$ cat src/rtl/event_window_dispatcher_if.sv
// Event-FIFO side and target-output side of event_window_dispatcher.
// master = dispatcher, slave = FIFO plus downstream consumer.
interface event_window_dispatcher_if #(
    parameter int COORD_WIDTH = 8,
    parameter int KERNEL_SIZE = 3
);
    localparam int KW = $clog2(KERNEL_SIZE);

    logic                     fifo_empty;
    logic                     fifo_read_en;
    logic [2*COORD_WIDTH-1:0] fifo_read_data;
    logic                     out_valid;
    logic                     out_ready;
    logic [COORD_WIDTH-1:0]   out_x;
    logic [COORD_WIDTH-1:0]   out_y;
    logic [KW-1:0]            out_kx;
    logic [KW-1:0]            out_ky;

    modport master (
        input  fifo_empty, fifo_read_data, out_ready,
        output fifo_read_en, out_valid, out_x, out_y, out_kx, out_ky
    );

    modport slave (
        output fifo_empty, fifo_read_data, out_ready,
        input  fifo_read_en, out_valid, out_x, out_y, out_kx, out_ky
    );
endinterface

$ cat src/rtl/event_window_dispatcher.sv
// Pops spike events from the event FIFO and walks each KxK neighbourhood, emitting in-bounds targets.
// Define DISPATCH_STATS_EN to build the event/drop statistics counters; otherwise they read 0.
module event_window_dispatcher #(
    parameter int COORD_WIDTH = 8,
    parameter int IMG_WIDTH   = 32,
    parameter int IMG_HEIGHT  = 32,
    parameter int KERNEL_SIZE = 3
) (
    input  logic                       clk,
    input  logic                       rst_n,
    input  logic                       enable,
    event_window_dispatcher_if.master  bus,
    output logic                       event_done,
    output logic                       drop_pulse,
    output logic                       busy,
    output logic [15:0]                event_count,
    output logic [15:0]                drop_count
);
    localparam int KW = $clog2(KERNEL_SIZE);
    localparam int R  = (KERNEL_SIZE - 1) / 2;
    localparam int SW = COORD_WIDTH + 2;
    localparam logic signed [SW-1:0] R_S    = SW'(R);
    localparam logic signed [SW-1:0] W_S    = SW'(IMG_WIDTH);
    localparam logic signed [SW-1:0] H_S    = SW'(IMG_HEIGHT);
    localparam logic [KW-1:0]        K_LAST = KW'(KERNEL_SIZE - 1);

    typedef enum logic [1:0] {IDLE, LATCH, SCAN} state_e;

    state_e                 state_q, state_d;
    logic [COORD_WIDTH-1:0] ev_x_q, ev_x_d, ev_y_q, ev_y_d;
    logic [KW-1:0]          kx_q, kx_d, ky_q, ky_d;
    logic                   event_done_q, event_done_d;
    logic                   drop_pulse_q, drop_pulse_d;

    logic [COORD_WIDTH-1:0] in_x, in_y;
    logic                   in_range;
    logic signed [SW-1:0]   tx, ty;
    logic                   tap_in_bounds, tap_last;
    logic                   valid_c;

    assign in_x     = bus.fifo_read_data[2*COORD_WIDTH-1:COORD_WIDTH];
    assign in_y     = bus.fifo_read_data[COORD_WIDTH-1:0];
    assign in_range = ($signed({2'b00, in_x}) < W_S) && ($signed({2'b00, in_y}) < H_S);

    // Two guard bits keep the signed offset exact for edge events.
    assign tx = $signed({2'b00, ev_x_q}) + $signed({{(SW-KW){1'b0}}, kx_q}) - R_S;
    assign ty = $signed({2'b00, ev_y_q}) + $signed({{(SW-KW){1'b0}}, ky_q}) - R_S;

    assign tap_in_bounds = !tx[SW-1] && (tx < W_S) && !ty[SW-1] && (ty < H_S);
    assign tap_last      = (kx_q == K_LAST) && (ky_q == K_LAST);

    always_comb begin
        state_d          = state_q;
        ev_x_d           = ev_x_q;
        ev_y_d           = ev_y_q;
        kx_d             = kx_q;
        ky_d             = ky_q;
        event_done_d     = 1'b0;
        drop_pulse_d     = 1'b0;
        bus.fifo_read_en = 1'b0;
        valid_c          = 1'b0;
        case (state_q)
            IDLE: begin
                bus.fifo_read_en = enable && !bus.fifo_empty;
                if (bus.fifo_read_en) state_d = LATCH;
            end
            LATCH: begin
                ev_x_d = in_x;
                ev_y_d = in_y;
                if (!in_range) begin
                    drop_pulse_d = 1'b1;
                    state_d      = IDLE;
                end else begin
                    kx_d    = '0;
                    ky_d    = '0;
                    state_d = SCAN;
                end
            end
            SCAN: begin
                valid_c = tap_in_bounds;
                // Skipped taps advance unconditionally; real targets wait for out_ready.
                if (!tap_in_bounds || bus.out_ready) begin
                    if (tap_last) begin
                        event_done_d = 1'b1;
                        state_d      = IDLE;
                    end else if (kx_q == K_LAST) begin
                        kx_d = '0;
                        ky_d = ky_q + KW'(1);
                    end else begin
                        kx_d = kx_q + KW'(1);
                    end
                end
            end
            default: state_d = IDLE;
        endcase
    end

    always_ff @(posedge clk or negedge rst_n) begin
        if (!rst_n) begin
            state_q      <= IDLE;
            ev_x_q       <= '0;
            ev_y_q       <= '0;
            kx_q         <= '0;
            ky_q         <= '0;
            event_done_q <= 1'b0;
            drop_pulse_q <= 1'b0;
        end else begin
            state_q      <= state_d;
            ev_x_q       <= ev_x_d;
            ev_y_q       <= ev_y_d;
            kx_q         <= kx_d;
            ky_q         <= ky_d;
            event_done_q <= event_done_d;
            drop_pulse_q <= drop_pulse_d;
        end
    end

    assign bus.out_valid = valid_c;
    assign bus.out_x     = valid_c ? tx[COORD_WIDTH-1:0] : '0;
    assign bus.out_y     = valid_c ? ty[COORD_WIDTH-1:0] : '0;
    assign bus.out_kx    = valid_c ? kx_q : '0;
    assign bus.out_ky    = valid_c ? ky_q : '0;
    assign event_done    = event_done_q;
    assign drop_pulse    = drop_pulse_q;
    assign busy          = (state_q != IDLE);

`ifdef DISPATCH_STATS_EN
    logic [15:0] event_count_q, event_count_d;
    logic [15:0] drop_count_q, drop_count_d;

    always_comb begin
        event_count_d = event_count_q + {15'd0, event_done_d};
        drop_count_d  = drop_count_q + {15'd0, drop_pulse_d};
    end

    always_ff @(posedge clk or negedge rst_n) begin
        if (!rst_n) begin
            event_count_q <= '0;
            drop_count_q  <= '0;
        end else begin
            event_count_q <= event_count_d;
            drop_count_q  <= drop_count_d;
        end
    end

    assign event_count = event_count_q;
    assign drop_count  = drop_count_q;
`else
    assign event_count = '0;
    assign drop_count  = '0;
`endif
endmodule

$ cat src/flat_wrapper.sv
// flat-port wrapper written by rule: the top's interface ports become plain ports
module event_window_dispatcher_flat 
#(
    parameter int COORD_WIDTH = 8,
    parameter int IMG_WIDTH   = 32,
    parameter int IMG_HEIGHT  = 32,
    parameter int KERNEL_SIZE = 3
)
  (clk, rst_n, enable, event_done, drop_pulse, busy, event_count, drop_count, bus_fifo_empty, bus_fifo_read_data, bus_out_ready, bus_fifo_read_en, bus_out_valid, bus_out_x, bus_out_y, bus_out_kx, bus_out_ky);
  event_window_dispatcher_if #(.COORD_WIDTH(COORD_WIDTH), .KERNEL_SIZE(KERNEL_SIZE)) bus_i ();
  input  logic clk;
  input  logic rst_n;
  input  logic enable;
  output logic event_done;
  output logic drop_pulse;
  output logic busy;
  output logic [15:0] event_count;
  output logic [15:0] drop_count;
  input wire logic [$bits(bus_i.fifo_empty)-1:0] bus_fifo_empty;
  input wire logic [$bits(bus_i.fifo_read_data)-1:0] bus_fifo_read_data;
  input wire logic [$bits(bus_i.out_ready)-1:0] bus_out_ready;
  output wire logic [$bits(bus_i.fifo_read_en)-1:0] bus_fifo_read_en;
  output wire logic [$bits(bus_i.out_valid)-1:0] bus_out_valid;
  output wire logic [$bits(bus_i.out_x)-1:0] bus_out_x;
  output wire logic [$bits(bus_i.out_y)-1:0] bus_out_y;
  output wire logic [$bits(bus_i.out_kx)-1:0] bus_out_kx;
  output wire logic [$bits(bus_i.out_ky)-1:0] bus_out_ky;
  assign bus_i.fifo_empty = bus_fifo_empty;
  assign bus_i.fifo_read_data = bus_fifo_read_data;
  assign bus_i.out_ready = bus_out_ready;
  assign bus_fifo_read_en = bus_i.fifo_read_en;
  assign bus_out_valid = bus_i.out_valid;
  assign bus_out_x = bus_i.out_x;
  assign bus_out_y = bus_i.out_y;
  assign bus_out_kx = bus_i.out_kx;
  assign bus_out_ky = bus_i.out_ky;
  event_window_dispatcher #(.COORD_WIDTH(COORD_WIDTH), .IMG_WIDTH(IMG_WIDTH), .IMG_HEIGHT(IMG_HEIGHT), .KERNEL_SIZE(KERNEL_SIZE)) u_core (.clk(clk), .rst_n(rst_n), .enable(enable), .bus(bus_i), .event_done(event_done), .drop_pulse(drop_pulse), .busy(busy), .event_count(event_count), .drop_count(drop_count));
endmodule
$ cat config.mk
export PLATFORM = sky130hd
export DESIGN_NAME = event_window_dispatcher_flat
export DESIGN_NICKNAME = d
export VERILOG_FILES = /design/src/rtl/event_window_dispatcher_if.sv /design/src/rtl/event_window_dispatcher.sv /design/src/flat_wrapper.sv
export SDC_FILE = /design/constraint.sdc
export NUM_CORES = 1
export LEC_CHECK = 0
export ABC_AREA = 1
export BUFFER_PORTS_ARGS = -buffer_cell sky130_fd_sc_hd__buf_2
export CORE_MARGIN = 4
export CORE_UTILIZATION = 35
export CTS_CLUSTER_SIZE = 12
export DETAILED_ROUTE_END_ITERATION = 12
export PLACE_DENSITY = 0.59
export SYNTH_ARGS = -nofsm -noshare
export SYNTH_HDL_FRONTEND = slang
export SYNTH_SLANG_ARGS = --single-unit
$ cat constraint.sdc
create_clock -name clk -period 4.3 [get_ports clk]
set_input_delay 1.29 -clock clk [delete_from_list [all_inputs] [get_ports clk]]
set_output_delay 1.29 -clock clk [all_outputs]
set_load 0.01 [all_outputs]
[Word level (Yosys, flattened, before mapping)]
Cells that the tools add are included.
Word-level totals
  bits in writable memories: 0
  input port bits: 21
  logic and storage cells: 69
  memory bits (read-only): 0
  memories kept: 0
  output and inout port bits: 57
  register bits: 24
  latch bits: 0
Operators by class
  bitwise gates (word level): 0
  multiply operators: 0
  add/sub/neg operators: 6
  multiplexer cells: 25
  shift operators: 0
  $lt $le $gt $ge: 4
  reduce and logical (&&, ||, !) cells: 17
  equal/unequal tests: 10
  div/mod/pow operators: 0
Operator list (number)
  $mux W2: 13
  $lt A10 B7 Y1 const B: 2
  $sub A10 B2 Y10 const B: 2
  $add A8 B2 Y9: 2
  $lt A8 B6 Y1 const B: 2
  $mux W8: 2
  $ne A2 B1 Y1 const B: 5
  $pmux W2 S2: 2
  $mux W1: 7
  $eq A2 B2 Y1 const B: 3
  $logic_and A1 B1 Y1: 6
  $pmux W2 S3: 1
  $reduce_and A5 Y1: 1
  $add A2 B1 Y2 const B: 2
  $logic_not A1 Y1: 4
  $reduce_and A4 Y1: 1
  $reduce_bool A2 Y1: 2
  $reduce_and A3 Y1: 1
  $eq A2 B1 Y1 const B: 1
  $logic_not A2 Y1: 1
  $ne A2 B2 Y1 const B: 1
  $logic_or A1 B1 Y1: 1

[Longest topological paths before layout]
  depth after elaboration: 10
  gate-level depth with buffers: 18
  gate-level depth less buffers: 17

[Least setup slack after synthesis]
No wires, ideal clock.
  path type: register to output
  from: reg u_core.kx_q[0]
  to: out bus_out_kx[0]
  data required time: 3.010 ns
  arrival: 2.572 ns
  slack: 0.438 ns
  path buffers: 1
  cell stages (with the launch flop): 18
  cell sequence: dfrtp_1 > ha_1 > fa_1 > inv_1 > ha_1 > inv_1 > nor2_2 > nand2_1 > nor2_4 > nand2_1 > nand2_1 > nand3_1 > nor2_2 > nand2_2 > nor2_4 > inv_2 > buf_6 > nor2_2
Between the ends
  longest elaborated chain between the ends: 8
  elaborated cells on any way between the ends: 9
  classes of those cells: add/sub: 2; order compare: 1; mux: 2; reduce/logical: 4
RTL lines
  start: declaration: RTL line event_window_dispatcher.sv:31  | logic [KW-1:0] kx_q, kx_d, ky_q, ky_d;
  start signal: assignment: RTL line event_window_dispatcher.sv:111  | kx_q <= kx_d;
  $add A8 B2 Y9 *: RTL line event_window_dispatcher.sv:46  | assign tx = $signed({2'b00, ev_x_q}) + $signed({{(SW-KW){1'b0}}, kx_q}) - R_S;
  $sub A10 B2 Y10 *: RTL line event_window_dispatcher.sv:46
  $lt A10 B7 Y1 / $logic_not A1 Y1 (equally long branches): RTL line event_window_dispatcher.sv:49  | assign tap_in_bounds = !tx[SW-1] && (tx < W_S) && !ty[SW-1] && (ty < H_S);
  $logic_and A1 B1 Y1 * (3 in a row): RTL line event_window_dispatcher.sv:49
  $mux W1 *: RTL line event_window_dispatcher.sv:62  | case (state_q)
  net bus_out_valid: RTL line flat_wrapper.sv:23  | output wire logic [$bits(bus_i.out_valid)-1:0] bus_out_valid;
  $mux W2 *: RTL line event_window_dispatcher.sv:121  | assign bus.out_kx = valid_c ? kx_q : '0;
  end: declaration: RTL line flat_wrapper.sv:26  | output wire logic [$bits(bus_i.out_kx)-1:0] bus_out_kx;
Mark *: on every way through the listed nets, which the timed path passes. The rest lies on a longest branch.

[Final worst setup path]
  from: reg u_core.ev_y_q[0]
  to: out bus_out_y[1]
Between the ends
  longest elaborated chain between the ends: 7
  elaborated cells on any way between the ends: 8
  classes of those cells: add/sub: 2; order compare: 1; mux: 2; reduce/logical: 3
RTL lines
  start: declaration: RTL line event_window_dispatcher.sv:30  | logic [COORD_WIDTH-1:0] ev_x_q, ev_x_d, ev_y_q, ev_y_d;
  start signal: assignment: RTL line event_window_dispatcher.sv:110  | ev_y_q <= ev_y_d;
  $add A8 B2 Y9 *: RTL line event_window_dispatcher.sv:47  | assign ty = $signed({2'b00, ev_y_q}) + $signed({{(SW-KW){1'b0}}, ky_q}) - R_S;
  $sub A10 B2 Y10 *: RTL line event_window_dispatcher.sv:47
  parallel branches: the longest is 4 deep, another holds $lt A10 B7 Y1
  $mux W8 *: RTL line event_window_dispatcher.sv:120  | assign bus.out_y = valid_c ? ty[COORD_WIDTH-1:0] : '0;
  end: declaration: RTL line flat_wrapper.sv:25  | output wire logic [$bits(bus_i.out_y)-1:0] bus_out_y;
Mark *: on every way between the ends.

==> flow_summary.rst <==
.. list-table::
   :header-rows: 1

   * - Metric
     - Value
   * - Status
     - finished clean
   * - Placer's final routability congestion estimate
     - around 0.83
   * - Power Density
     - 454 nW/um^2
   * - Vias in the first global route
     - between 1500 and 2000
   * - Hold violation count in the final report
     - 0
   * - Relative contribution of sequential cells to total power
     - 0.303
   * - First-pass GRT wire length
     - 8.49 mm
   * - Clock latency at the later pin of the worst-skew pair
     - 0.27 ns
   * - Commonest cells post-synth
     - nand2_1, inv_1, buf_4, nand3_1, dfrtp_1
   * - Biggest area consumer among synthesized cells
     - dfrtp_1
   * - Post-Route Skew
     - ~0.0013 ns
   * - # nets final
     - approximately 430
   * - Cell-internal power
     - 637 uW
   * - Core ar.
     - 6350 um^2
   * - Gate Count Post-Synth
     - approximately 350
   * - Global route total overflow
     - 0
   * - Total of fill cells in the finished design
     - around 700
   * - Clock tree buffer depth
     - 2
   * - Critical-path maximum fanout
     - 7
   * - YS warnings
     - 0
   * - Fraction of layout cells with a size suffix above 1
     - 0.296
   * - Number of hold buffers added after cts
     - 0
   * - Number of antenna violations at the first check in global routing
     - 0
   * - Critical Path Sink Type
     - output pin
   * - Net Switching
     - roughly 600 uW
   * - Post-route minimum period
     - ~4.2 ns
   * - Std cell rows
     - 29
   * - Number of enable-type register cells in the synthesized netlist
     - 0
   * - Seq/Total Area, Yosys
     - 0.261
   * - Placed instance count
     - ~460
   * - Die height
     - approximately 89 um
   * - Drt total wl
     - approximately 5.4 mm
   * - Final antenna diode count
     - 0
   * - Main synth FF type
     - dfrtp_1
   * - I/O pin count
     - 78
   * - Part of the total power dissipated in combinational logic
     - 0.571
   * - Number of antenna-violating nets in the routed design
     - 0
   * - CTS tree
     - built
   * - Total leakage power
     - ~0.0015 uW
   * - Highest achievable clock rate
     - approximately 240 MHz
   * - MaxCap Viol Count
     - 0
   * - Area of the mapped netlist
     - roughly 2300 um^2
   * - Worst Setup Start Kind
     - register
   * - Synth Register Bits
     - 24
   * - Overall via count from detail_route
     - 2174
   * - Wirelength per Cell
     - between 10 and 15 um
   * - DR iter-0 viols
     - 67
   * - Number of input and output port buffers inserted
     - 39
   * - Number of cells in the finished layout apart from fillers
     - 472
   * - Area of the die
     - between 7000 and 8000 um^2
   * - Yosys top cell area share
     - 0.261
   * - Clock power frac
     - 0.126
   * - Final sum of negative setup slack
     - 0 ns
   * - Post-synthesis cell type count
     - 28
   * - GRT Util Overall
     - 0.136
   * - H-tree lvl count
     - 1
   * - Horiz. Die Dim
     - slightly below 90 um
   * - Count leader, synth
     - nand2_1
   * - Count of endpoints failing setup in the final report
     - 0
   * - Slew at the pin closest to its max-slew limit
     - ~0.9 ns
   * - DR DRC count
     - 0
   * - Per-cell via count in the routed design
     - 4.61
   * - Initial Utilization
     - 0.362
   * - Largest cells by area after synthesis
     - dfrtp_1, nand2_1, buf_4, inv_1, nand3_1
   * - Clock Sink Count
     - 24
   * - Total iterations of the first detailed-routing run
     - 4
   * - Maximum ir drop on the vdd rail
     - roughly 0.22 mV
   * - Switching share of power
     - 0.482
   * - Design Power
     - roughly 1200 uW
   * - Count of final max-slew check failures
     - 0
   * - Avg Synthesized Cell Area
     - 6.66 um^2
   * - Clock edge transition at the registers on the reported setup and hold paths
     - ~0.080 ns
   * - Crit path kind
     - register to output pin
   * - Final HPWL from detailed placement
     - 4.21 mm
   * - Syn-to-layout area delta
     - 17.9%
   * - Rel. slew slack
     - 0.402
   * - Maximum number of pins on one net before global-route repair
     - 30
   * - RSZ-0062 raised after global routing
     - yes
   * - Clock buffer count from CTS
     - 3
   * - Tightest Hold Check Type
     - register to register
   * - Required time of the critical path
     - between 3 and 4 ns
   * - Share of the clock period used by the worst path after layout
     - 0.980
   * - Fraction of registers with async set/reset
     - 1.00
   * - Clk Tree Root Cell
     - clkbuf_8
   * - WP data arrival
     - just under 3 ns
## worst max-delay path, stage by stage, from the launching register on
cell and delay, ns:
dfrtp_1 0.43, ha_4 0.19, fa_2 0.46, inv_2 0.08
ha_2 0.17, inv_2 0.05, nor2_4 0.11, nand3_4 0.10
nor2_4 0.10, nand2_1 0.05, nand2_1 0.08, nand3_2 0.09
nor2_4 0.11, nand2_2 0.08, nor2_4 0.22, inv_6 0.10
nor2_2 0.11, buf_2 0.14
## per-stage QoR
stage	setup slack (ns)	hold WS, ns	util	area [um^2]
after floorplan	0.438	0.446	-	2440
after global placement	0.232	0.472	0.382	2430
after detailed placement	0.156	0.484	0.382	2430
after CTS	0.0174	0.510	0.401	2540
after global routing	-0.0803	0.560	0.427	2710
final	0.0878	0.502	0.427	2710
## sequential cells by signal, summed over array words and instances (netlist names)
name               flops
u_core.kx_q            2
u_core.drop_pulse      1
u_core.event_done      1
u_core.ky_q            2
u_core.ev_x_q          8
u_core.state_q         2
u_core.ev_y_q          8
## power by group through the flow
| stage | clock network (uW) | registers, uW | logic, uW |
|---|---|---|---|
| 2_1_floorplan | 0 | 354 | 480 |
| 3_3_place_gp | 0 | 370 | 552 |
| 3_5_place_dp | 0 | 371 | 563 |
| 4_1_cts | 161 | 367 | 594 |
| 5_1_grt | 171 | 386 | 796 |
| 6_report | 155 | 372 | 702 |
## cells in the final DEF, fill, tap and decap left out, types with 11 or more instances in the layout
| cell type | count |
|---|---|
| nand2_2 | 13 |
| inv_1 | 42 |
| nor2_1 | 15 |
| buf_4 | 11 |
| conb_1 | 38 |
| nand3_1 | 29 |
| nand2_1 | 89 |
| o21ai_0 | 15 |
| buf_2 | 39 |
| dfrtp_1 | 24 |
| nor2_2 | 14 |
| nor2_4 | 11 |
## worst paths after layout
path	start	to	slack [ns]	depth (start not counted)
worst max-delay path	u_core.ev_y_q[0]	bus_out_y[1]	0.09	17
worst min-delay path	u_core.ev_x_q[0]	u_core.ev_x_q[0]	0.50	2
worst max register to register	u_core.ev_x_q[0]	u_core.ky_q[1]	1.54	18
worst min register to register	u_core.ev_x_q[0]	u_core.ev_x_q[0]	0.50	2
max in group asynchronous	rst_n	u_core.event_done	2.92	1
min in group asynchronous	rst_n	u_core.ev_x_q[1]	1.00	1
## cell families after synthesis
| logic type | Yosys count | synth area share |
|---|---|---|
| flops | 24 | 0.261 |
| buf+inv | 91 | 0.214 |
| other cells | 1 | 0.00163 |
| simple gates | 193 | 0.392 |
| xor+xnor | 2 | 0.00762 |
| compound gates | 22 | 0.0512 |
| fa+ha+maj | 12 | 0.0719 |
## layout make-up
class                           instances  area [um^2]  share of cell area
Tap cell                               77         96.3              0.0356
Clock buffer                            4         55.1              0.0203
Sequential cell                        24          601               0.222
Multi-Input combinational cell        267         1480               0.546
Timing Repair inverter                  1         8.76             0.00323
Inverter                               49          191              0.0707
Timing Repair Buffer                   50          278               0.103
## layer usage
layer	wire (um)	share of wire	vias up	global-route usage
met1	2390	0.45	1000	0.178
met3	365	0.068	4	0.0240
li1	-	-	1106	-
met2	2540	0.47	64	0.231
met5	0	0	-	0
met4	57	0.011	0	0.0392
## repair_timing
item | in CTS | in global routing
gates cloned | 0 | 1
setup endpoints to repair | 14 | 14
resized for setup | 8 | 34
setup buffers | 5 | 5
endpoints found under the hold margin | 0 | 0
pin swaps | 6 | 18
Power figures use the tool's default switching activity.
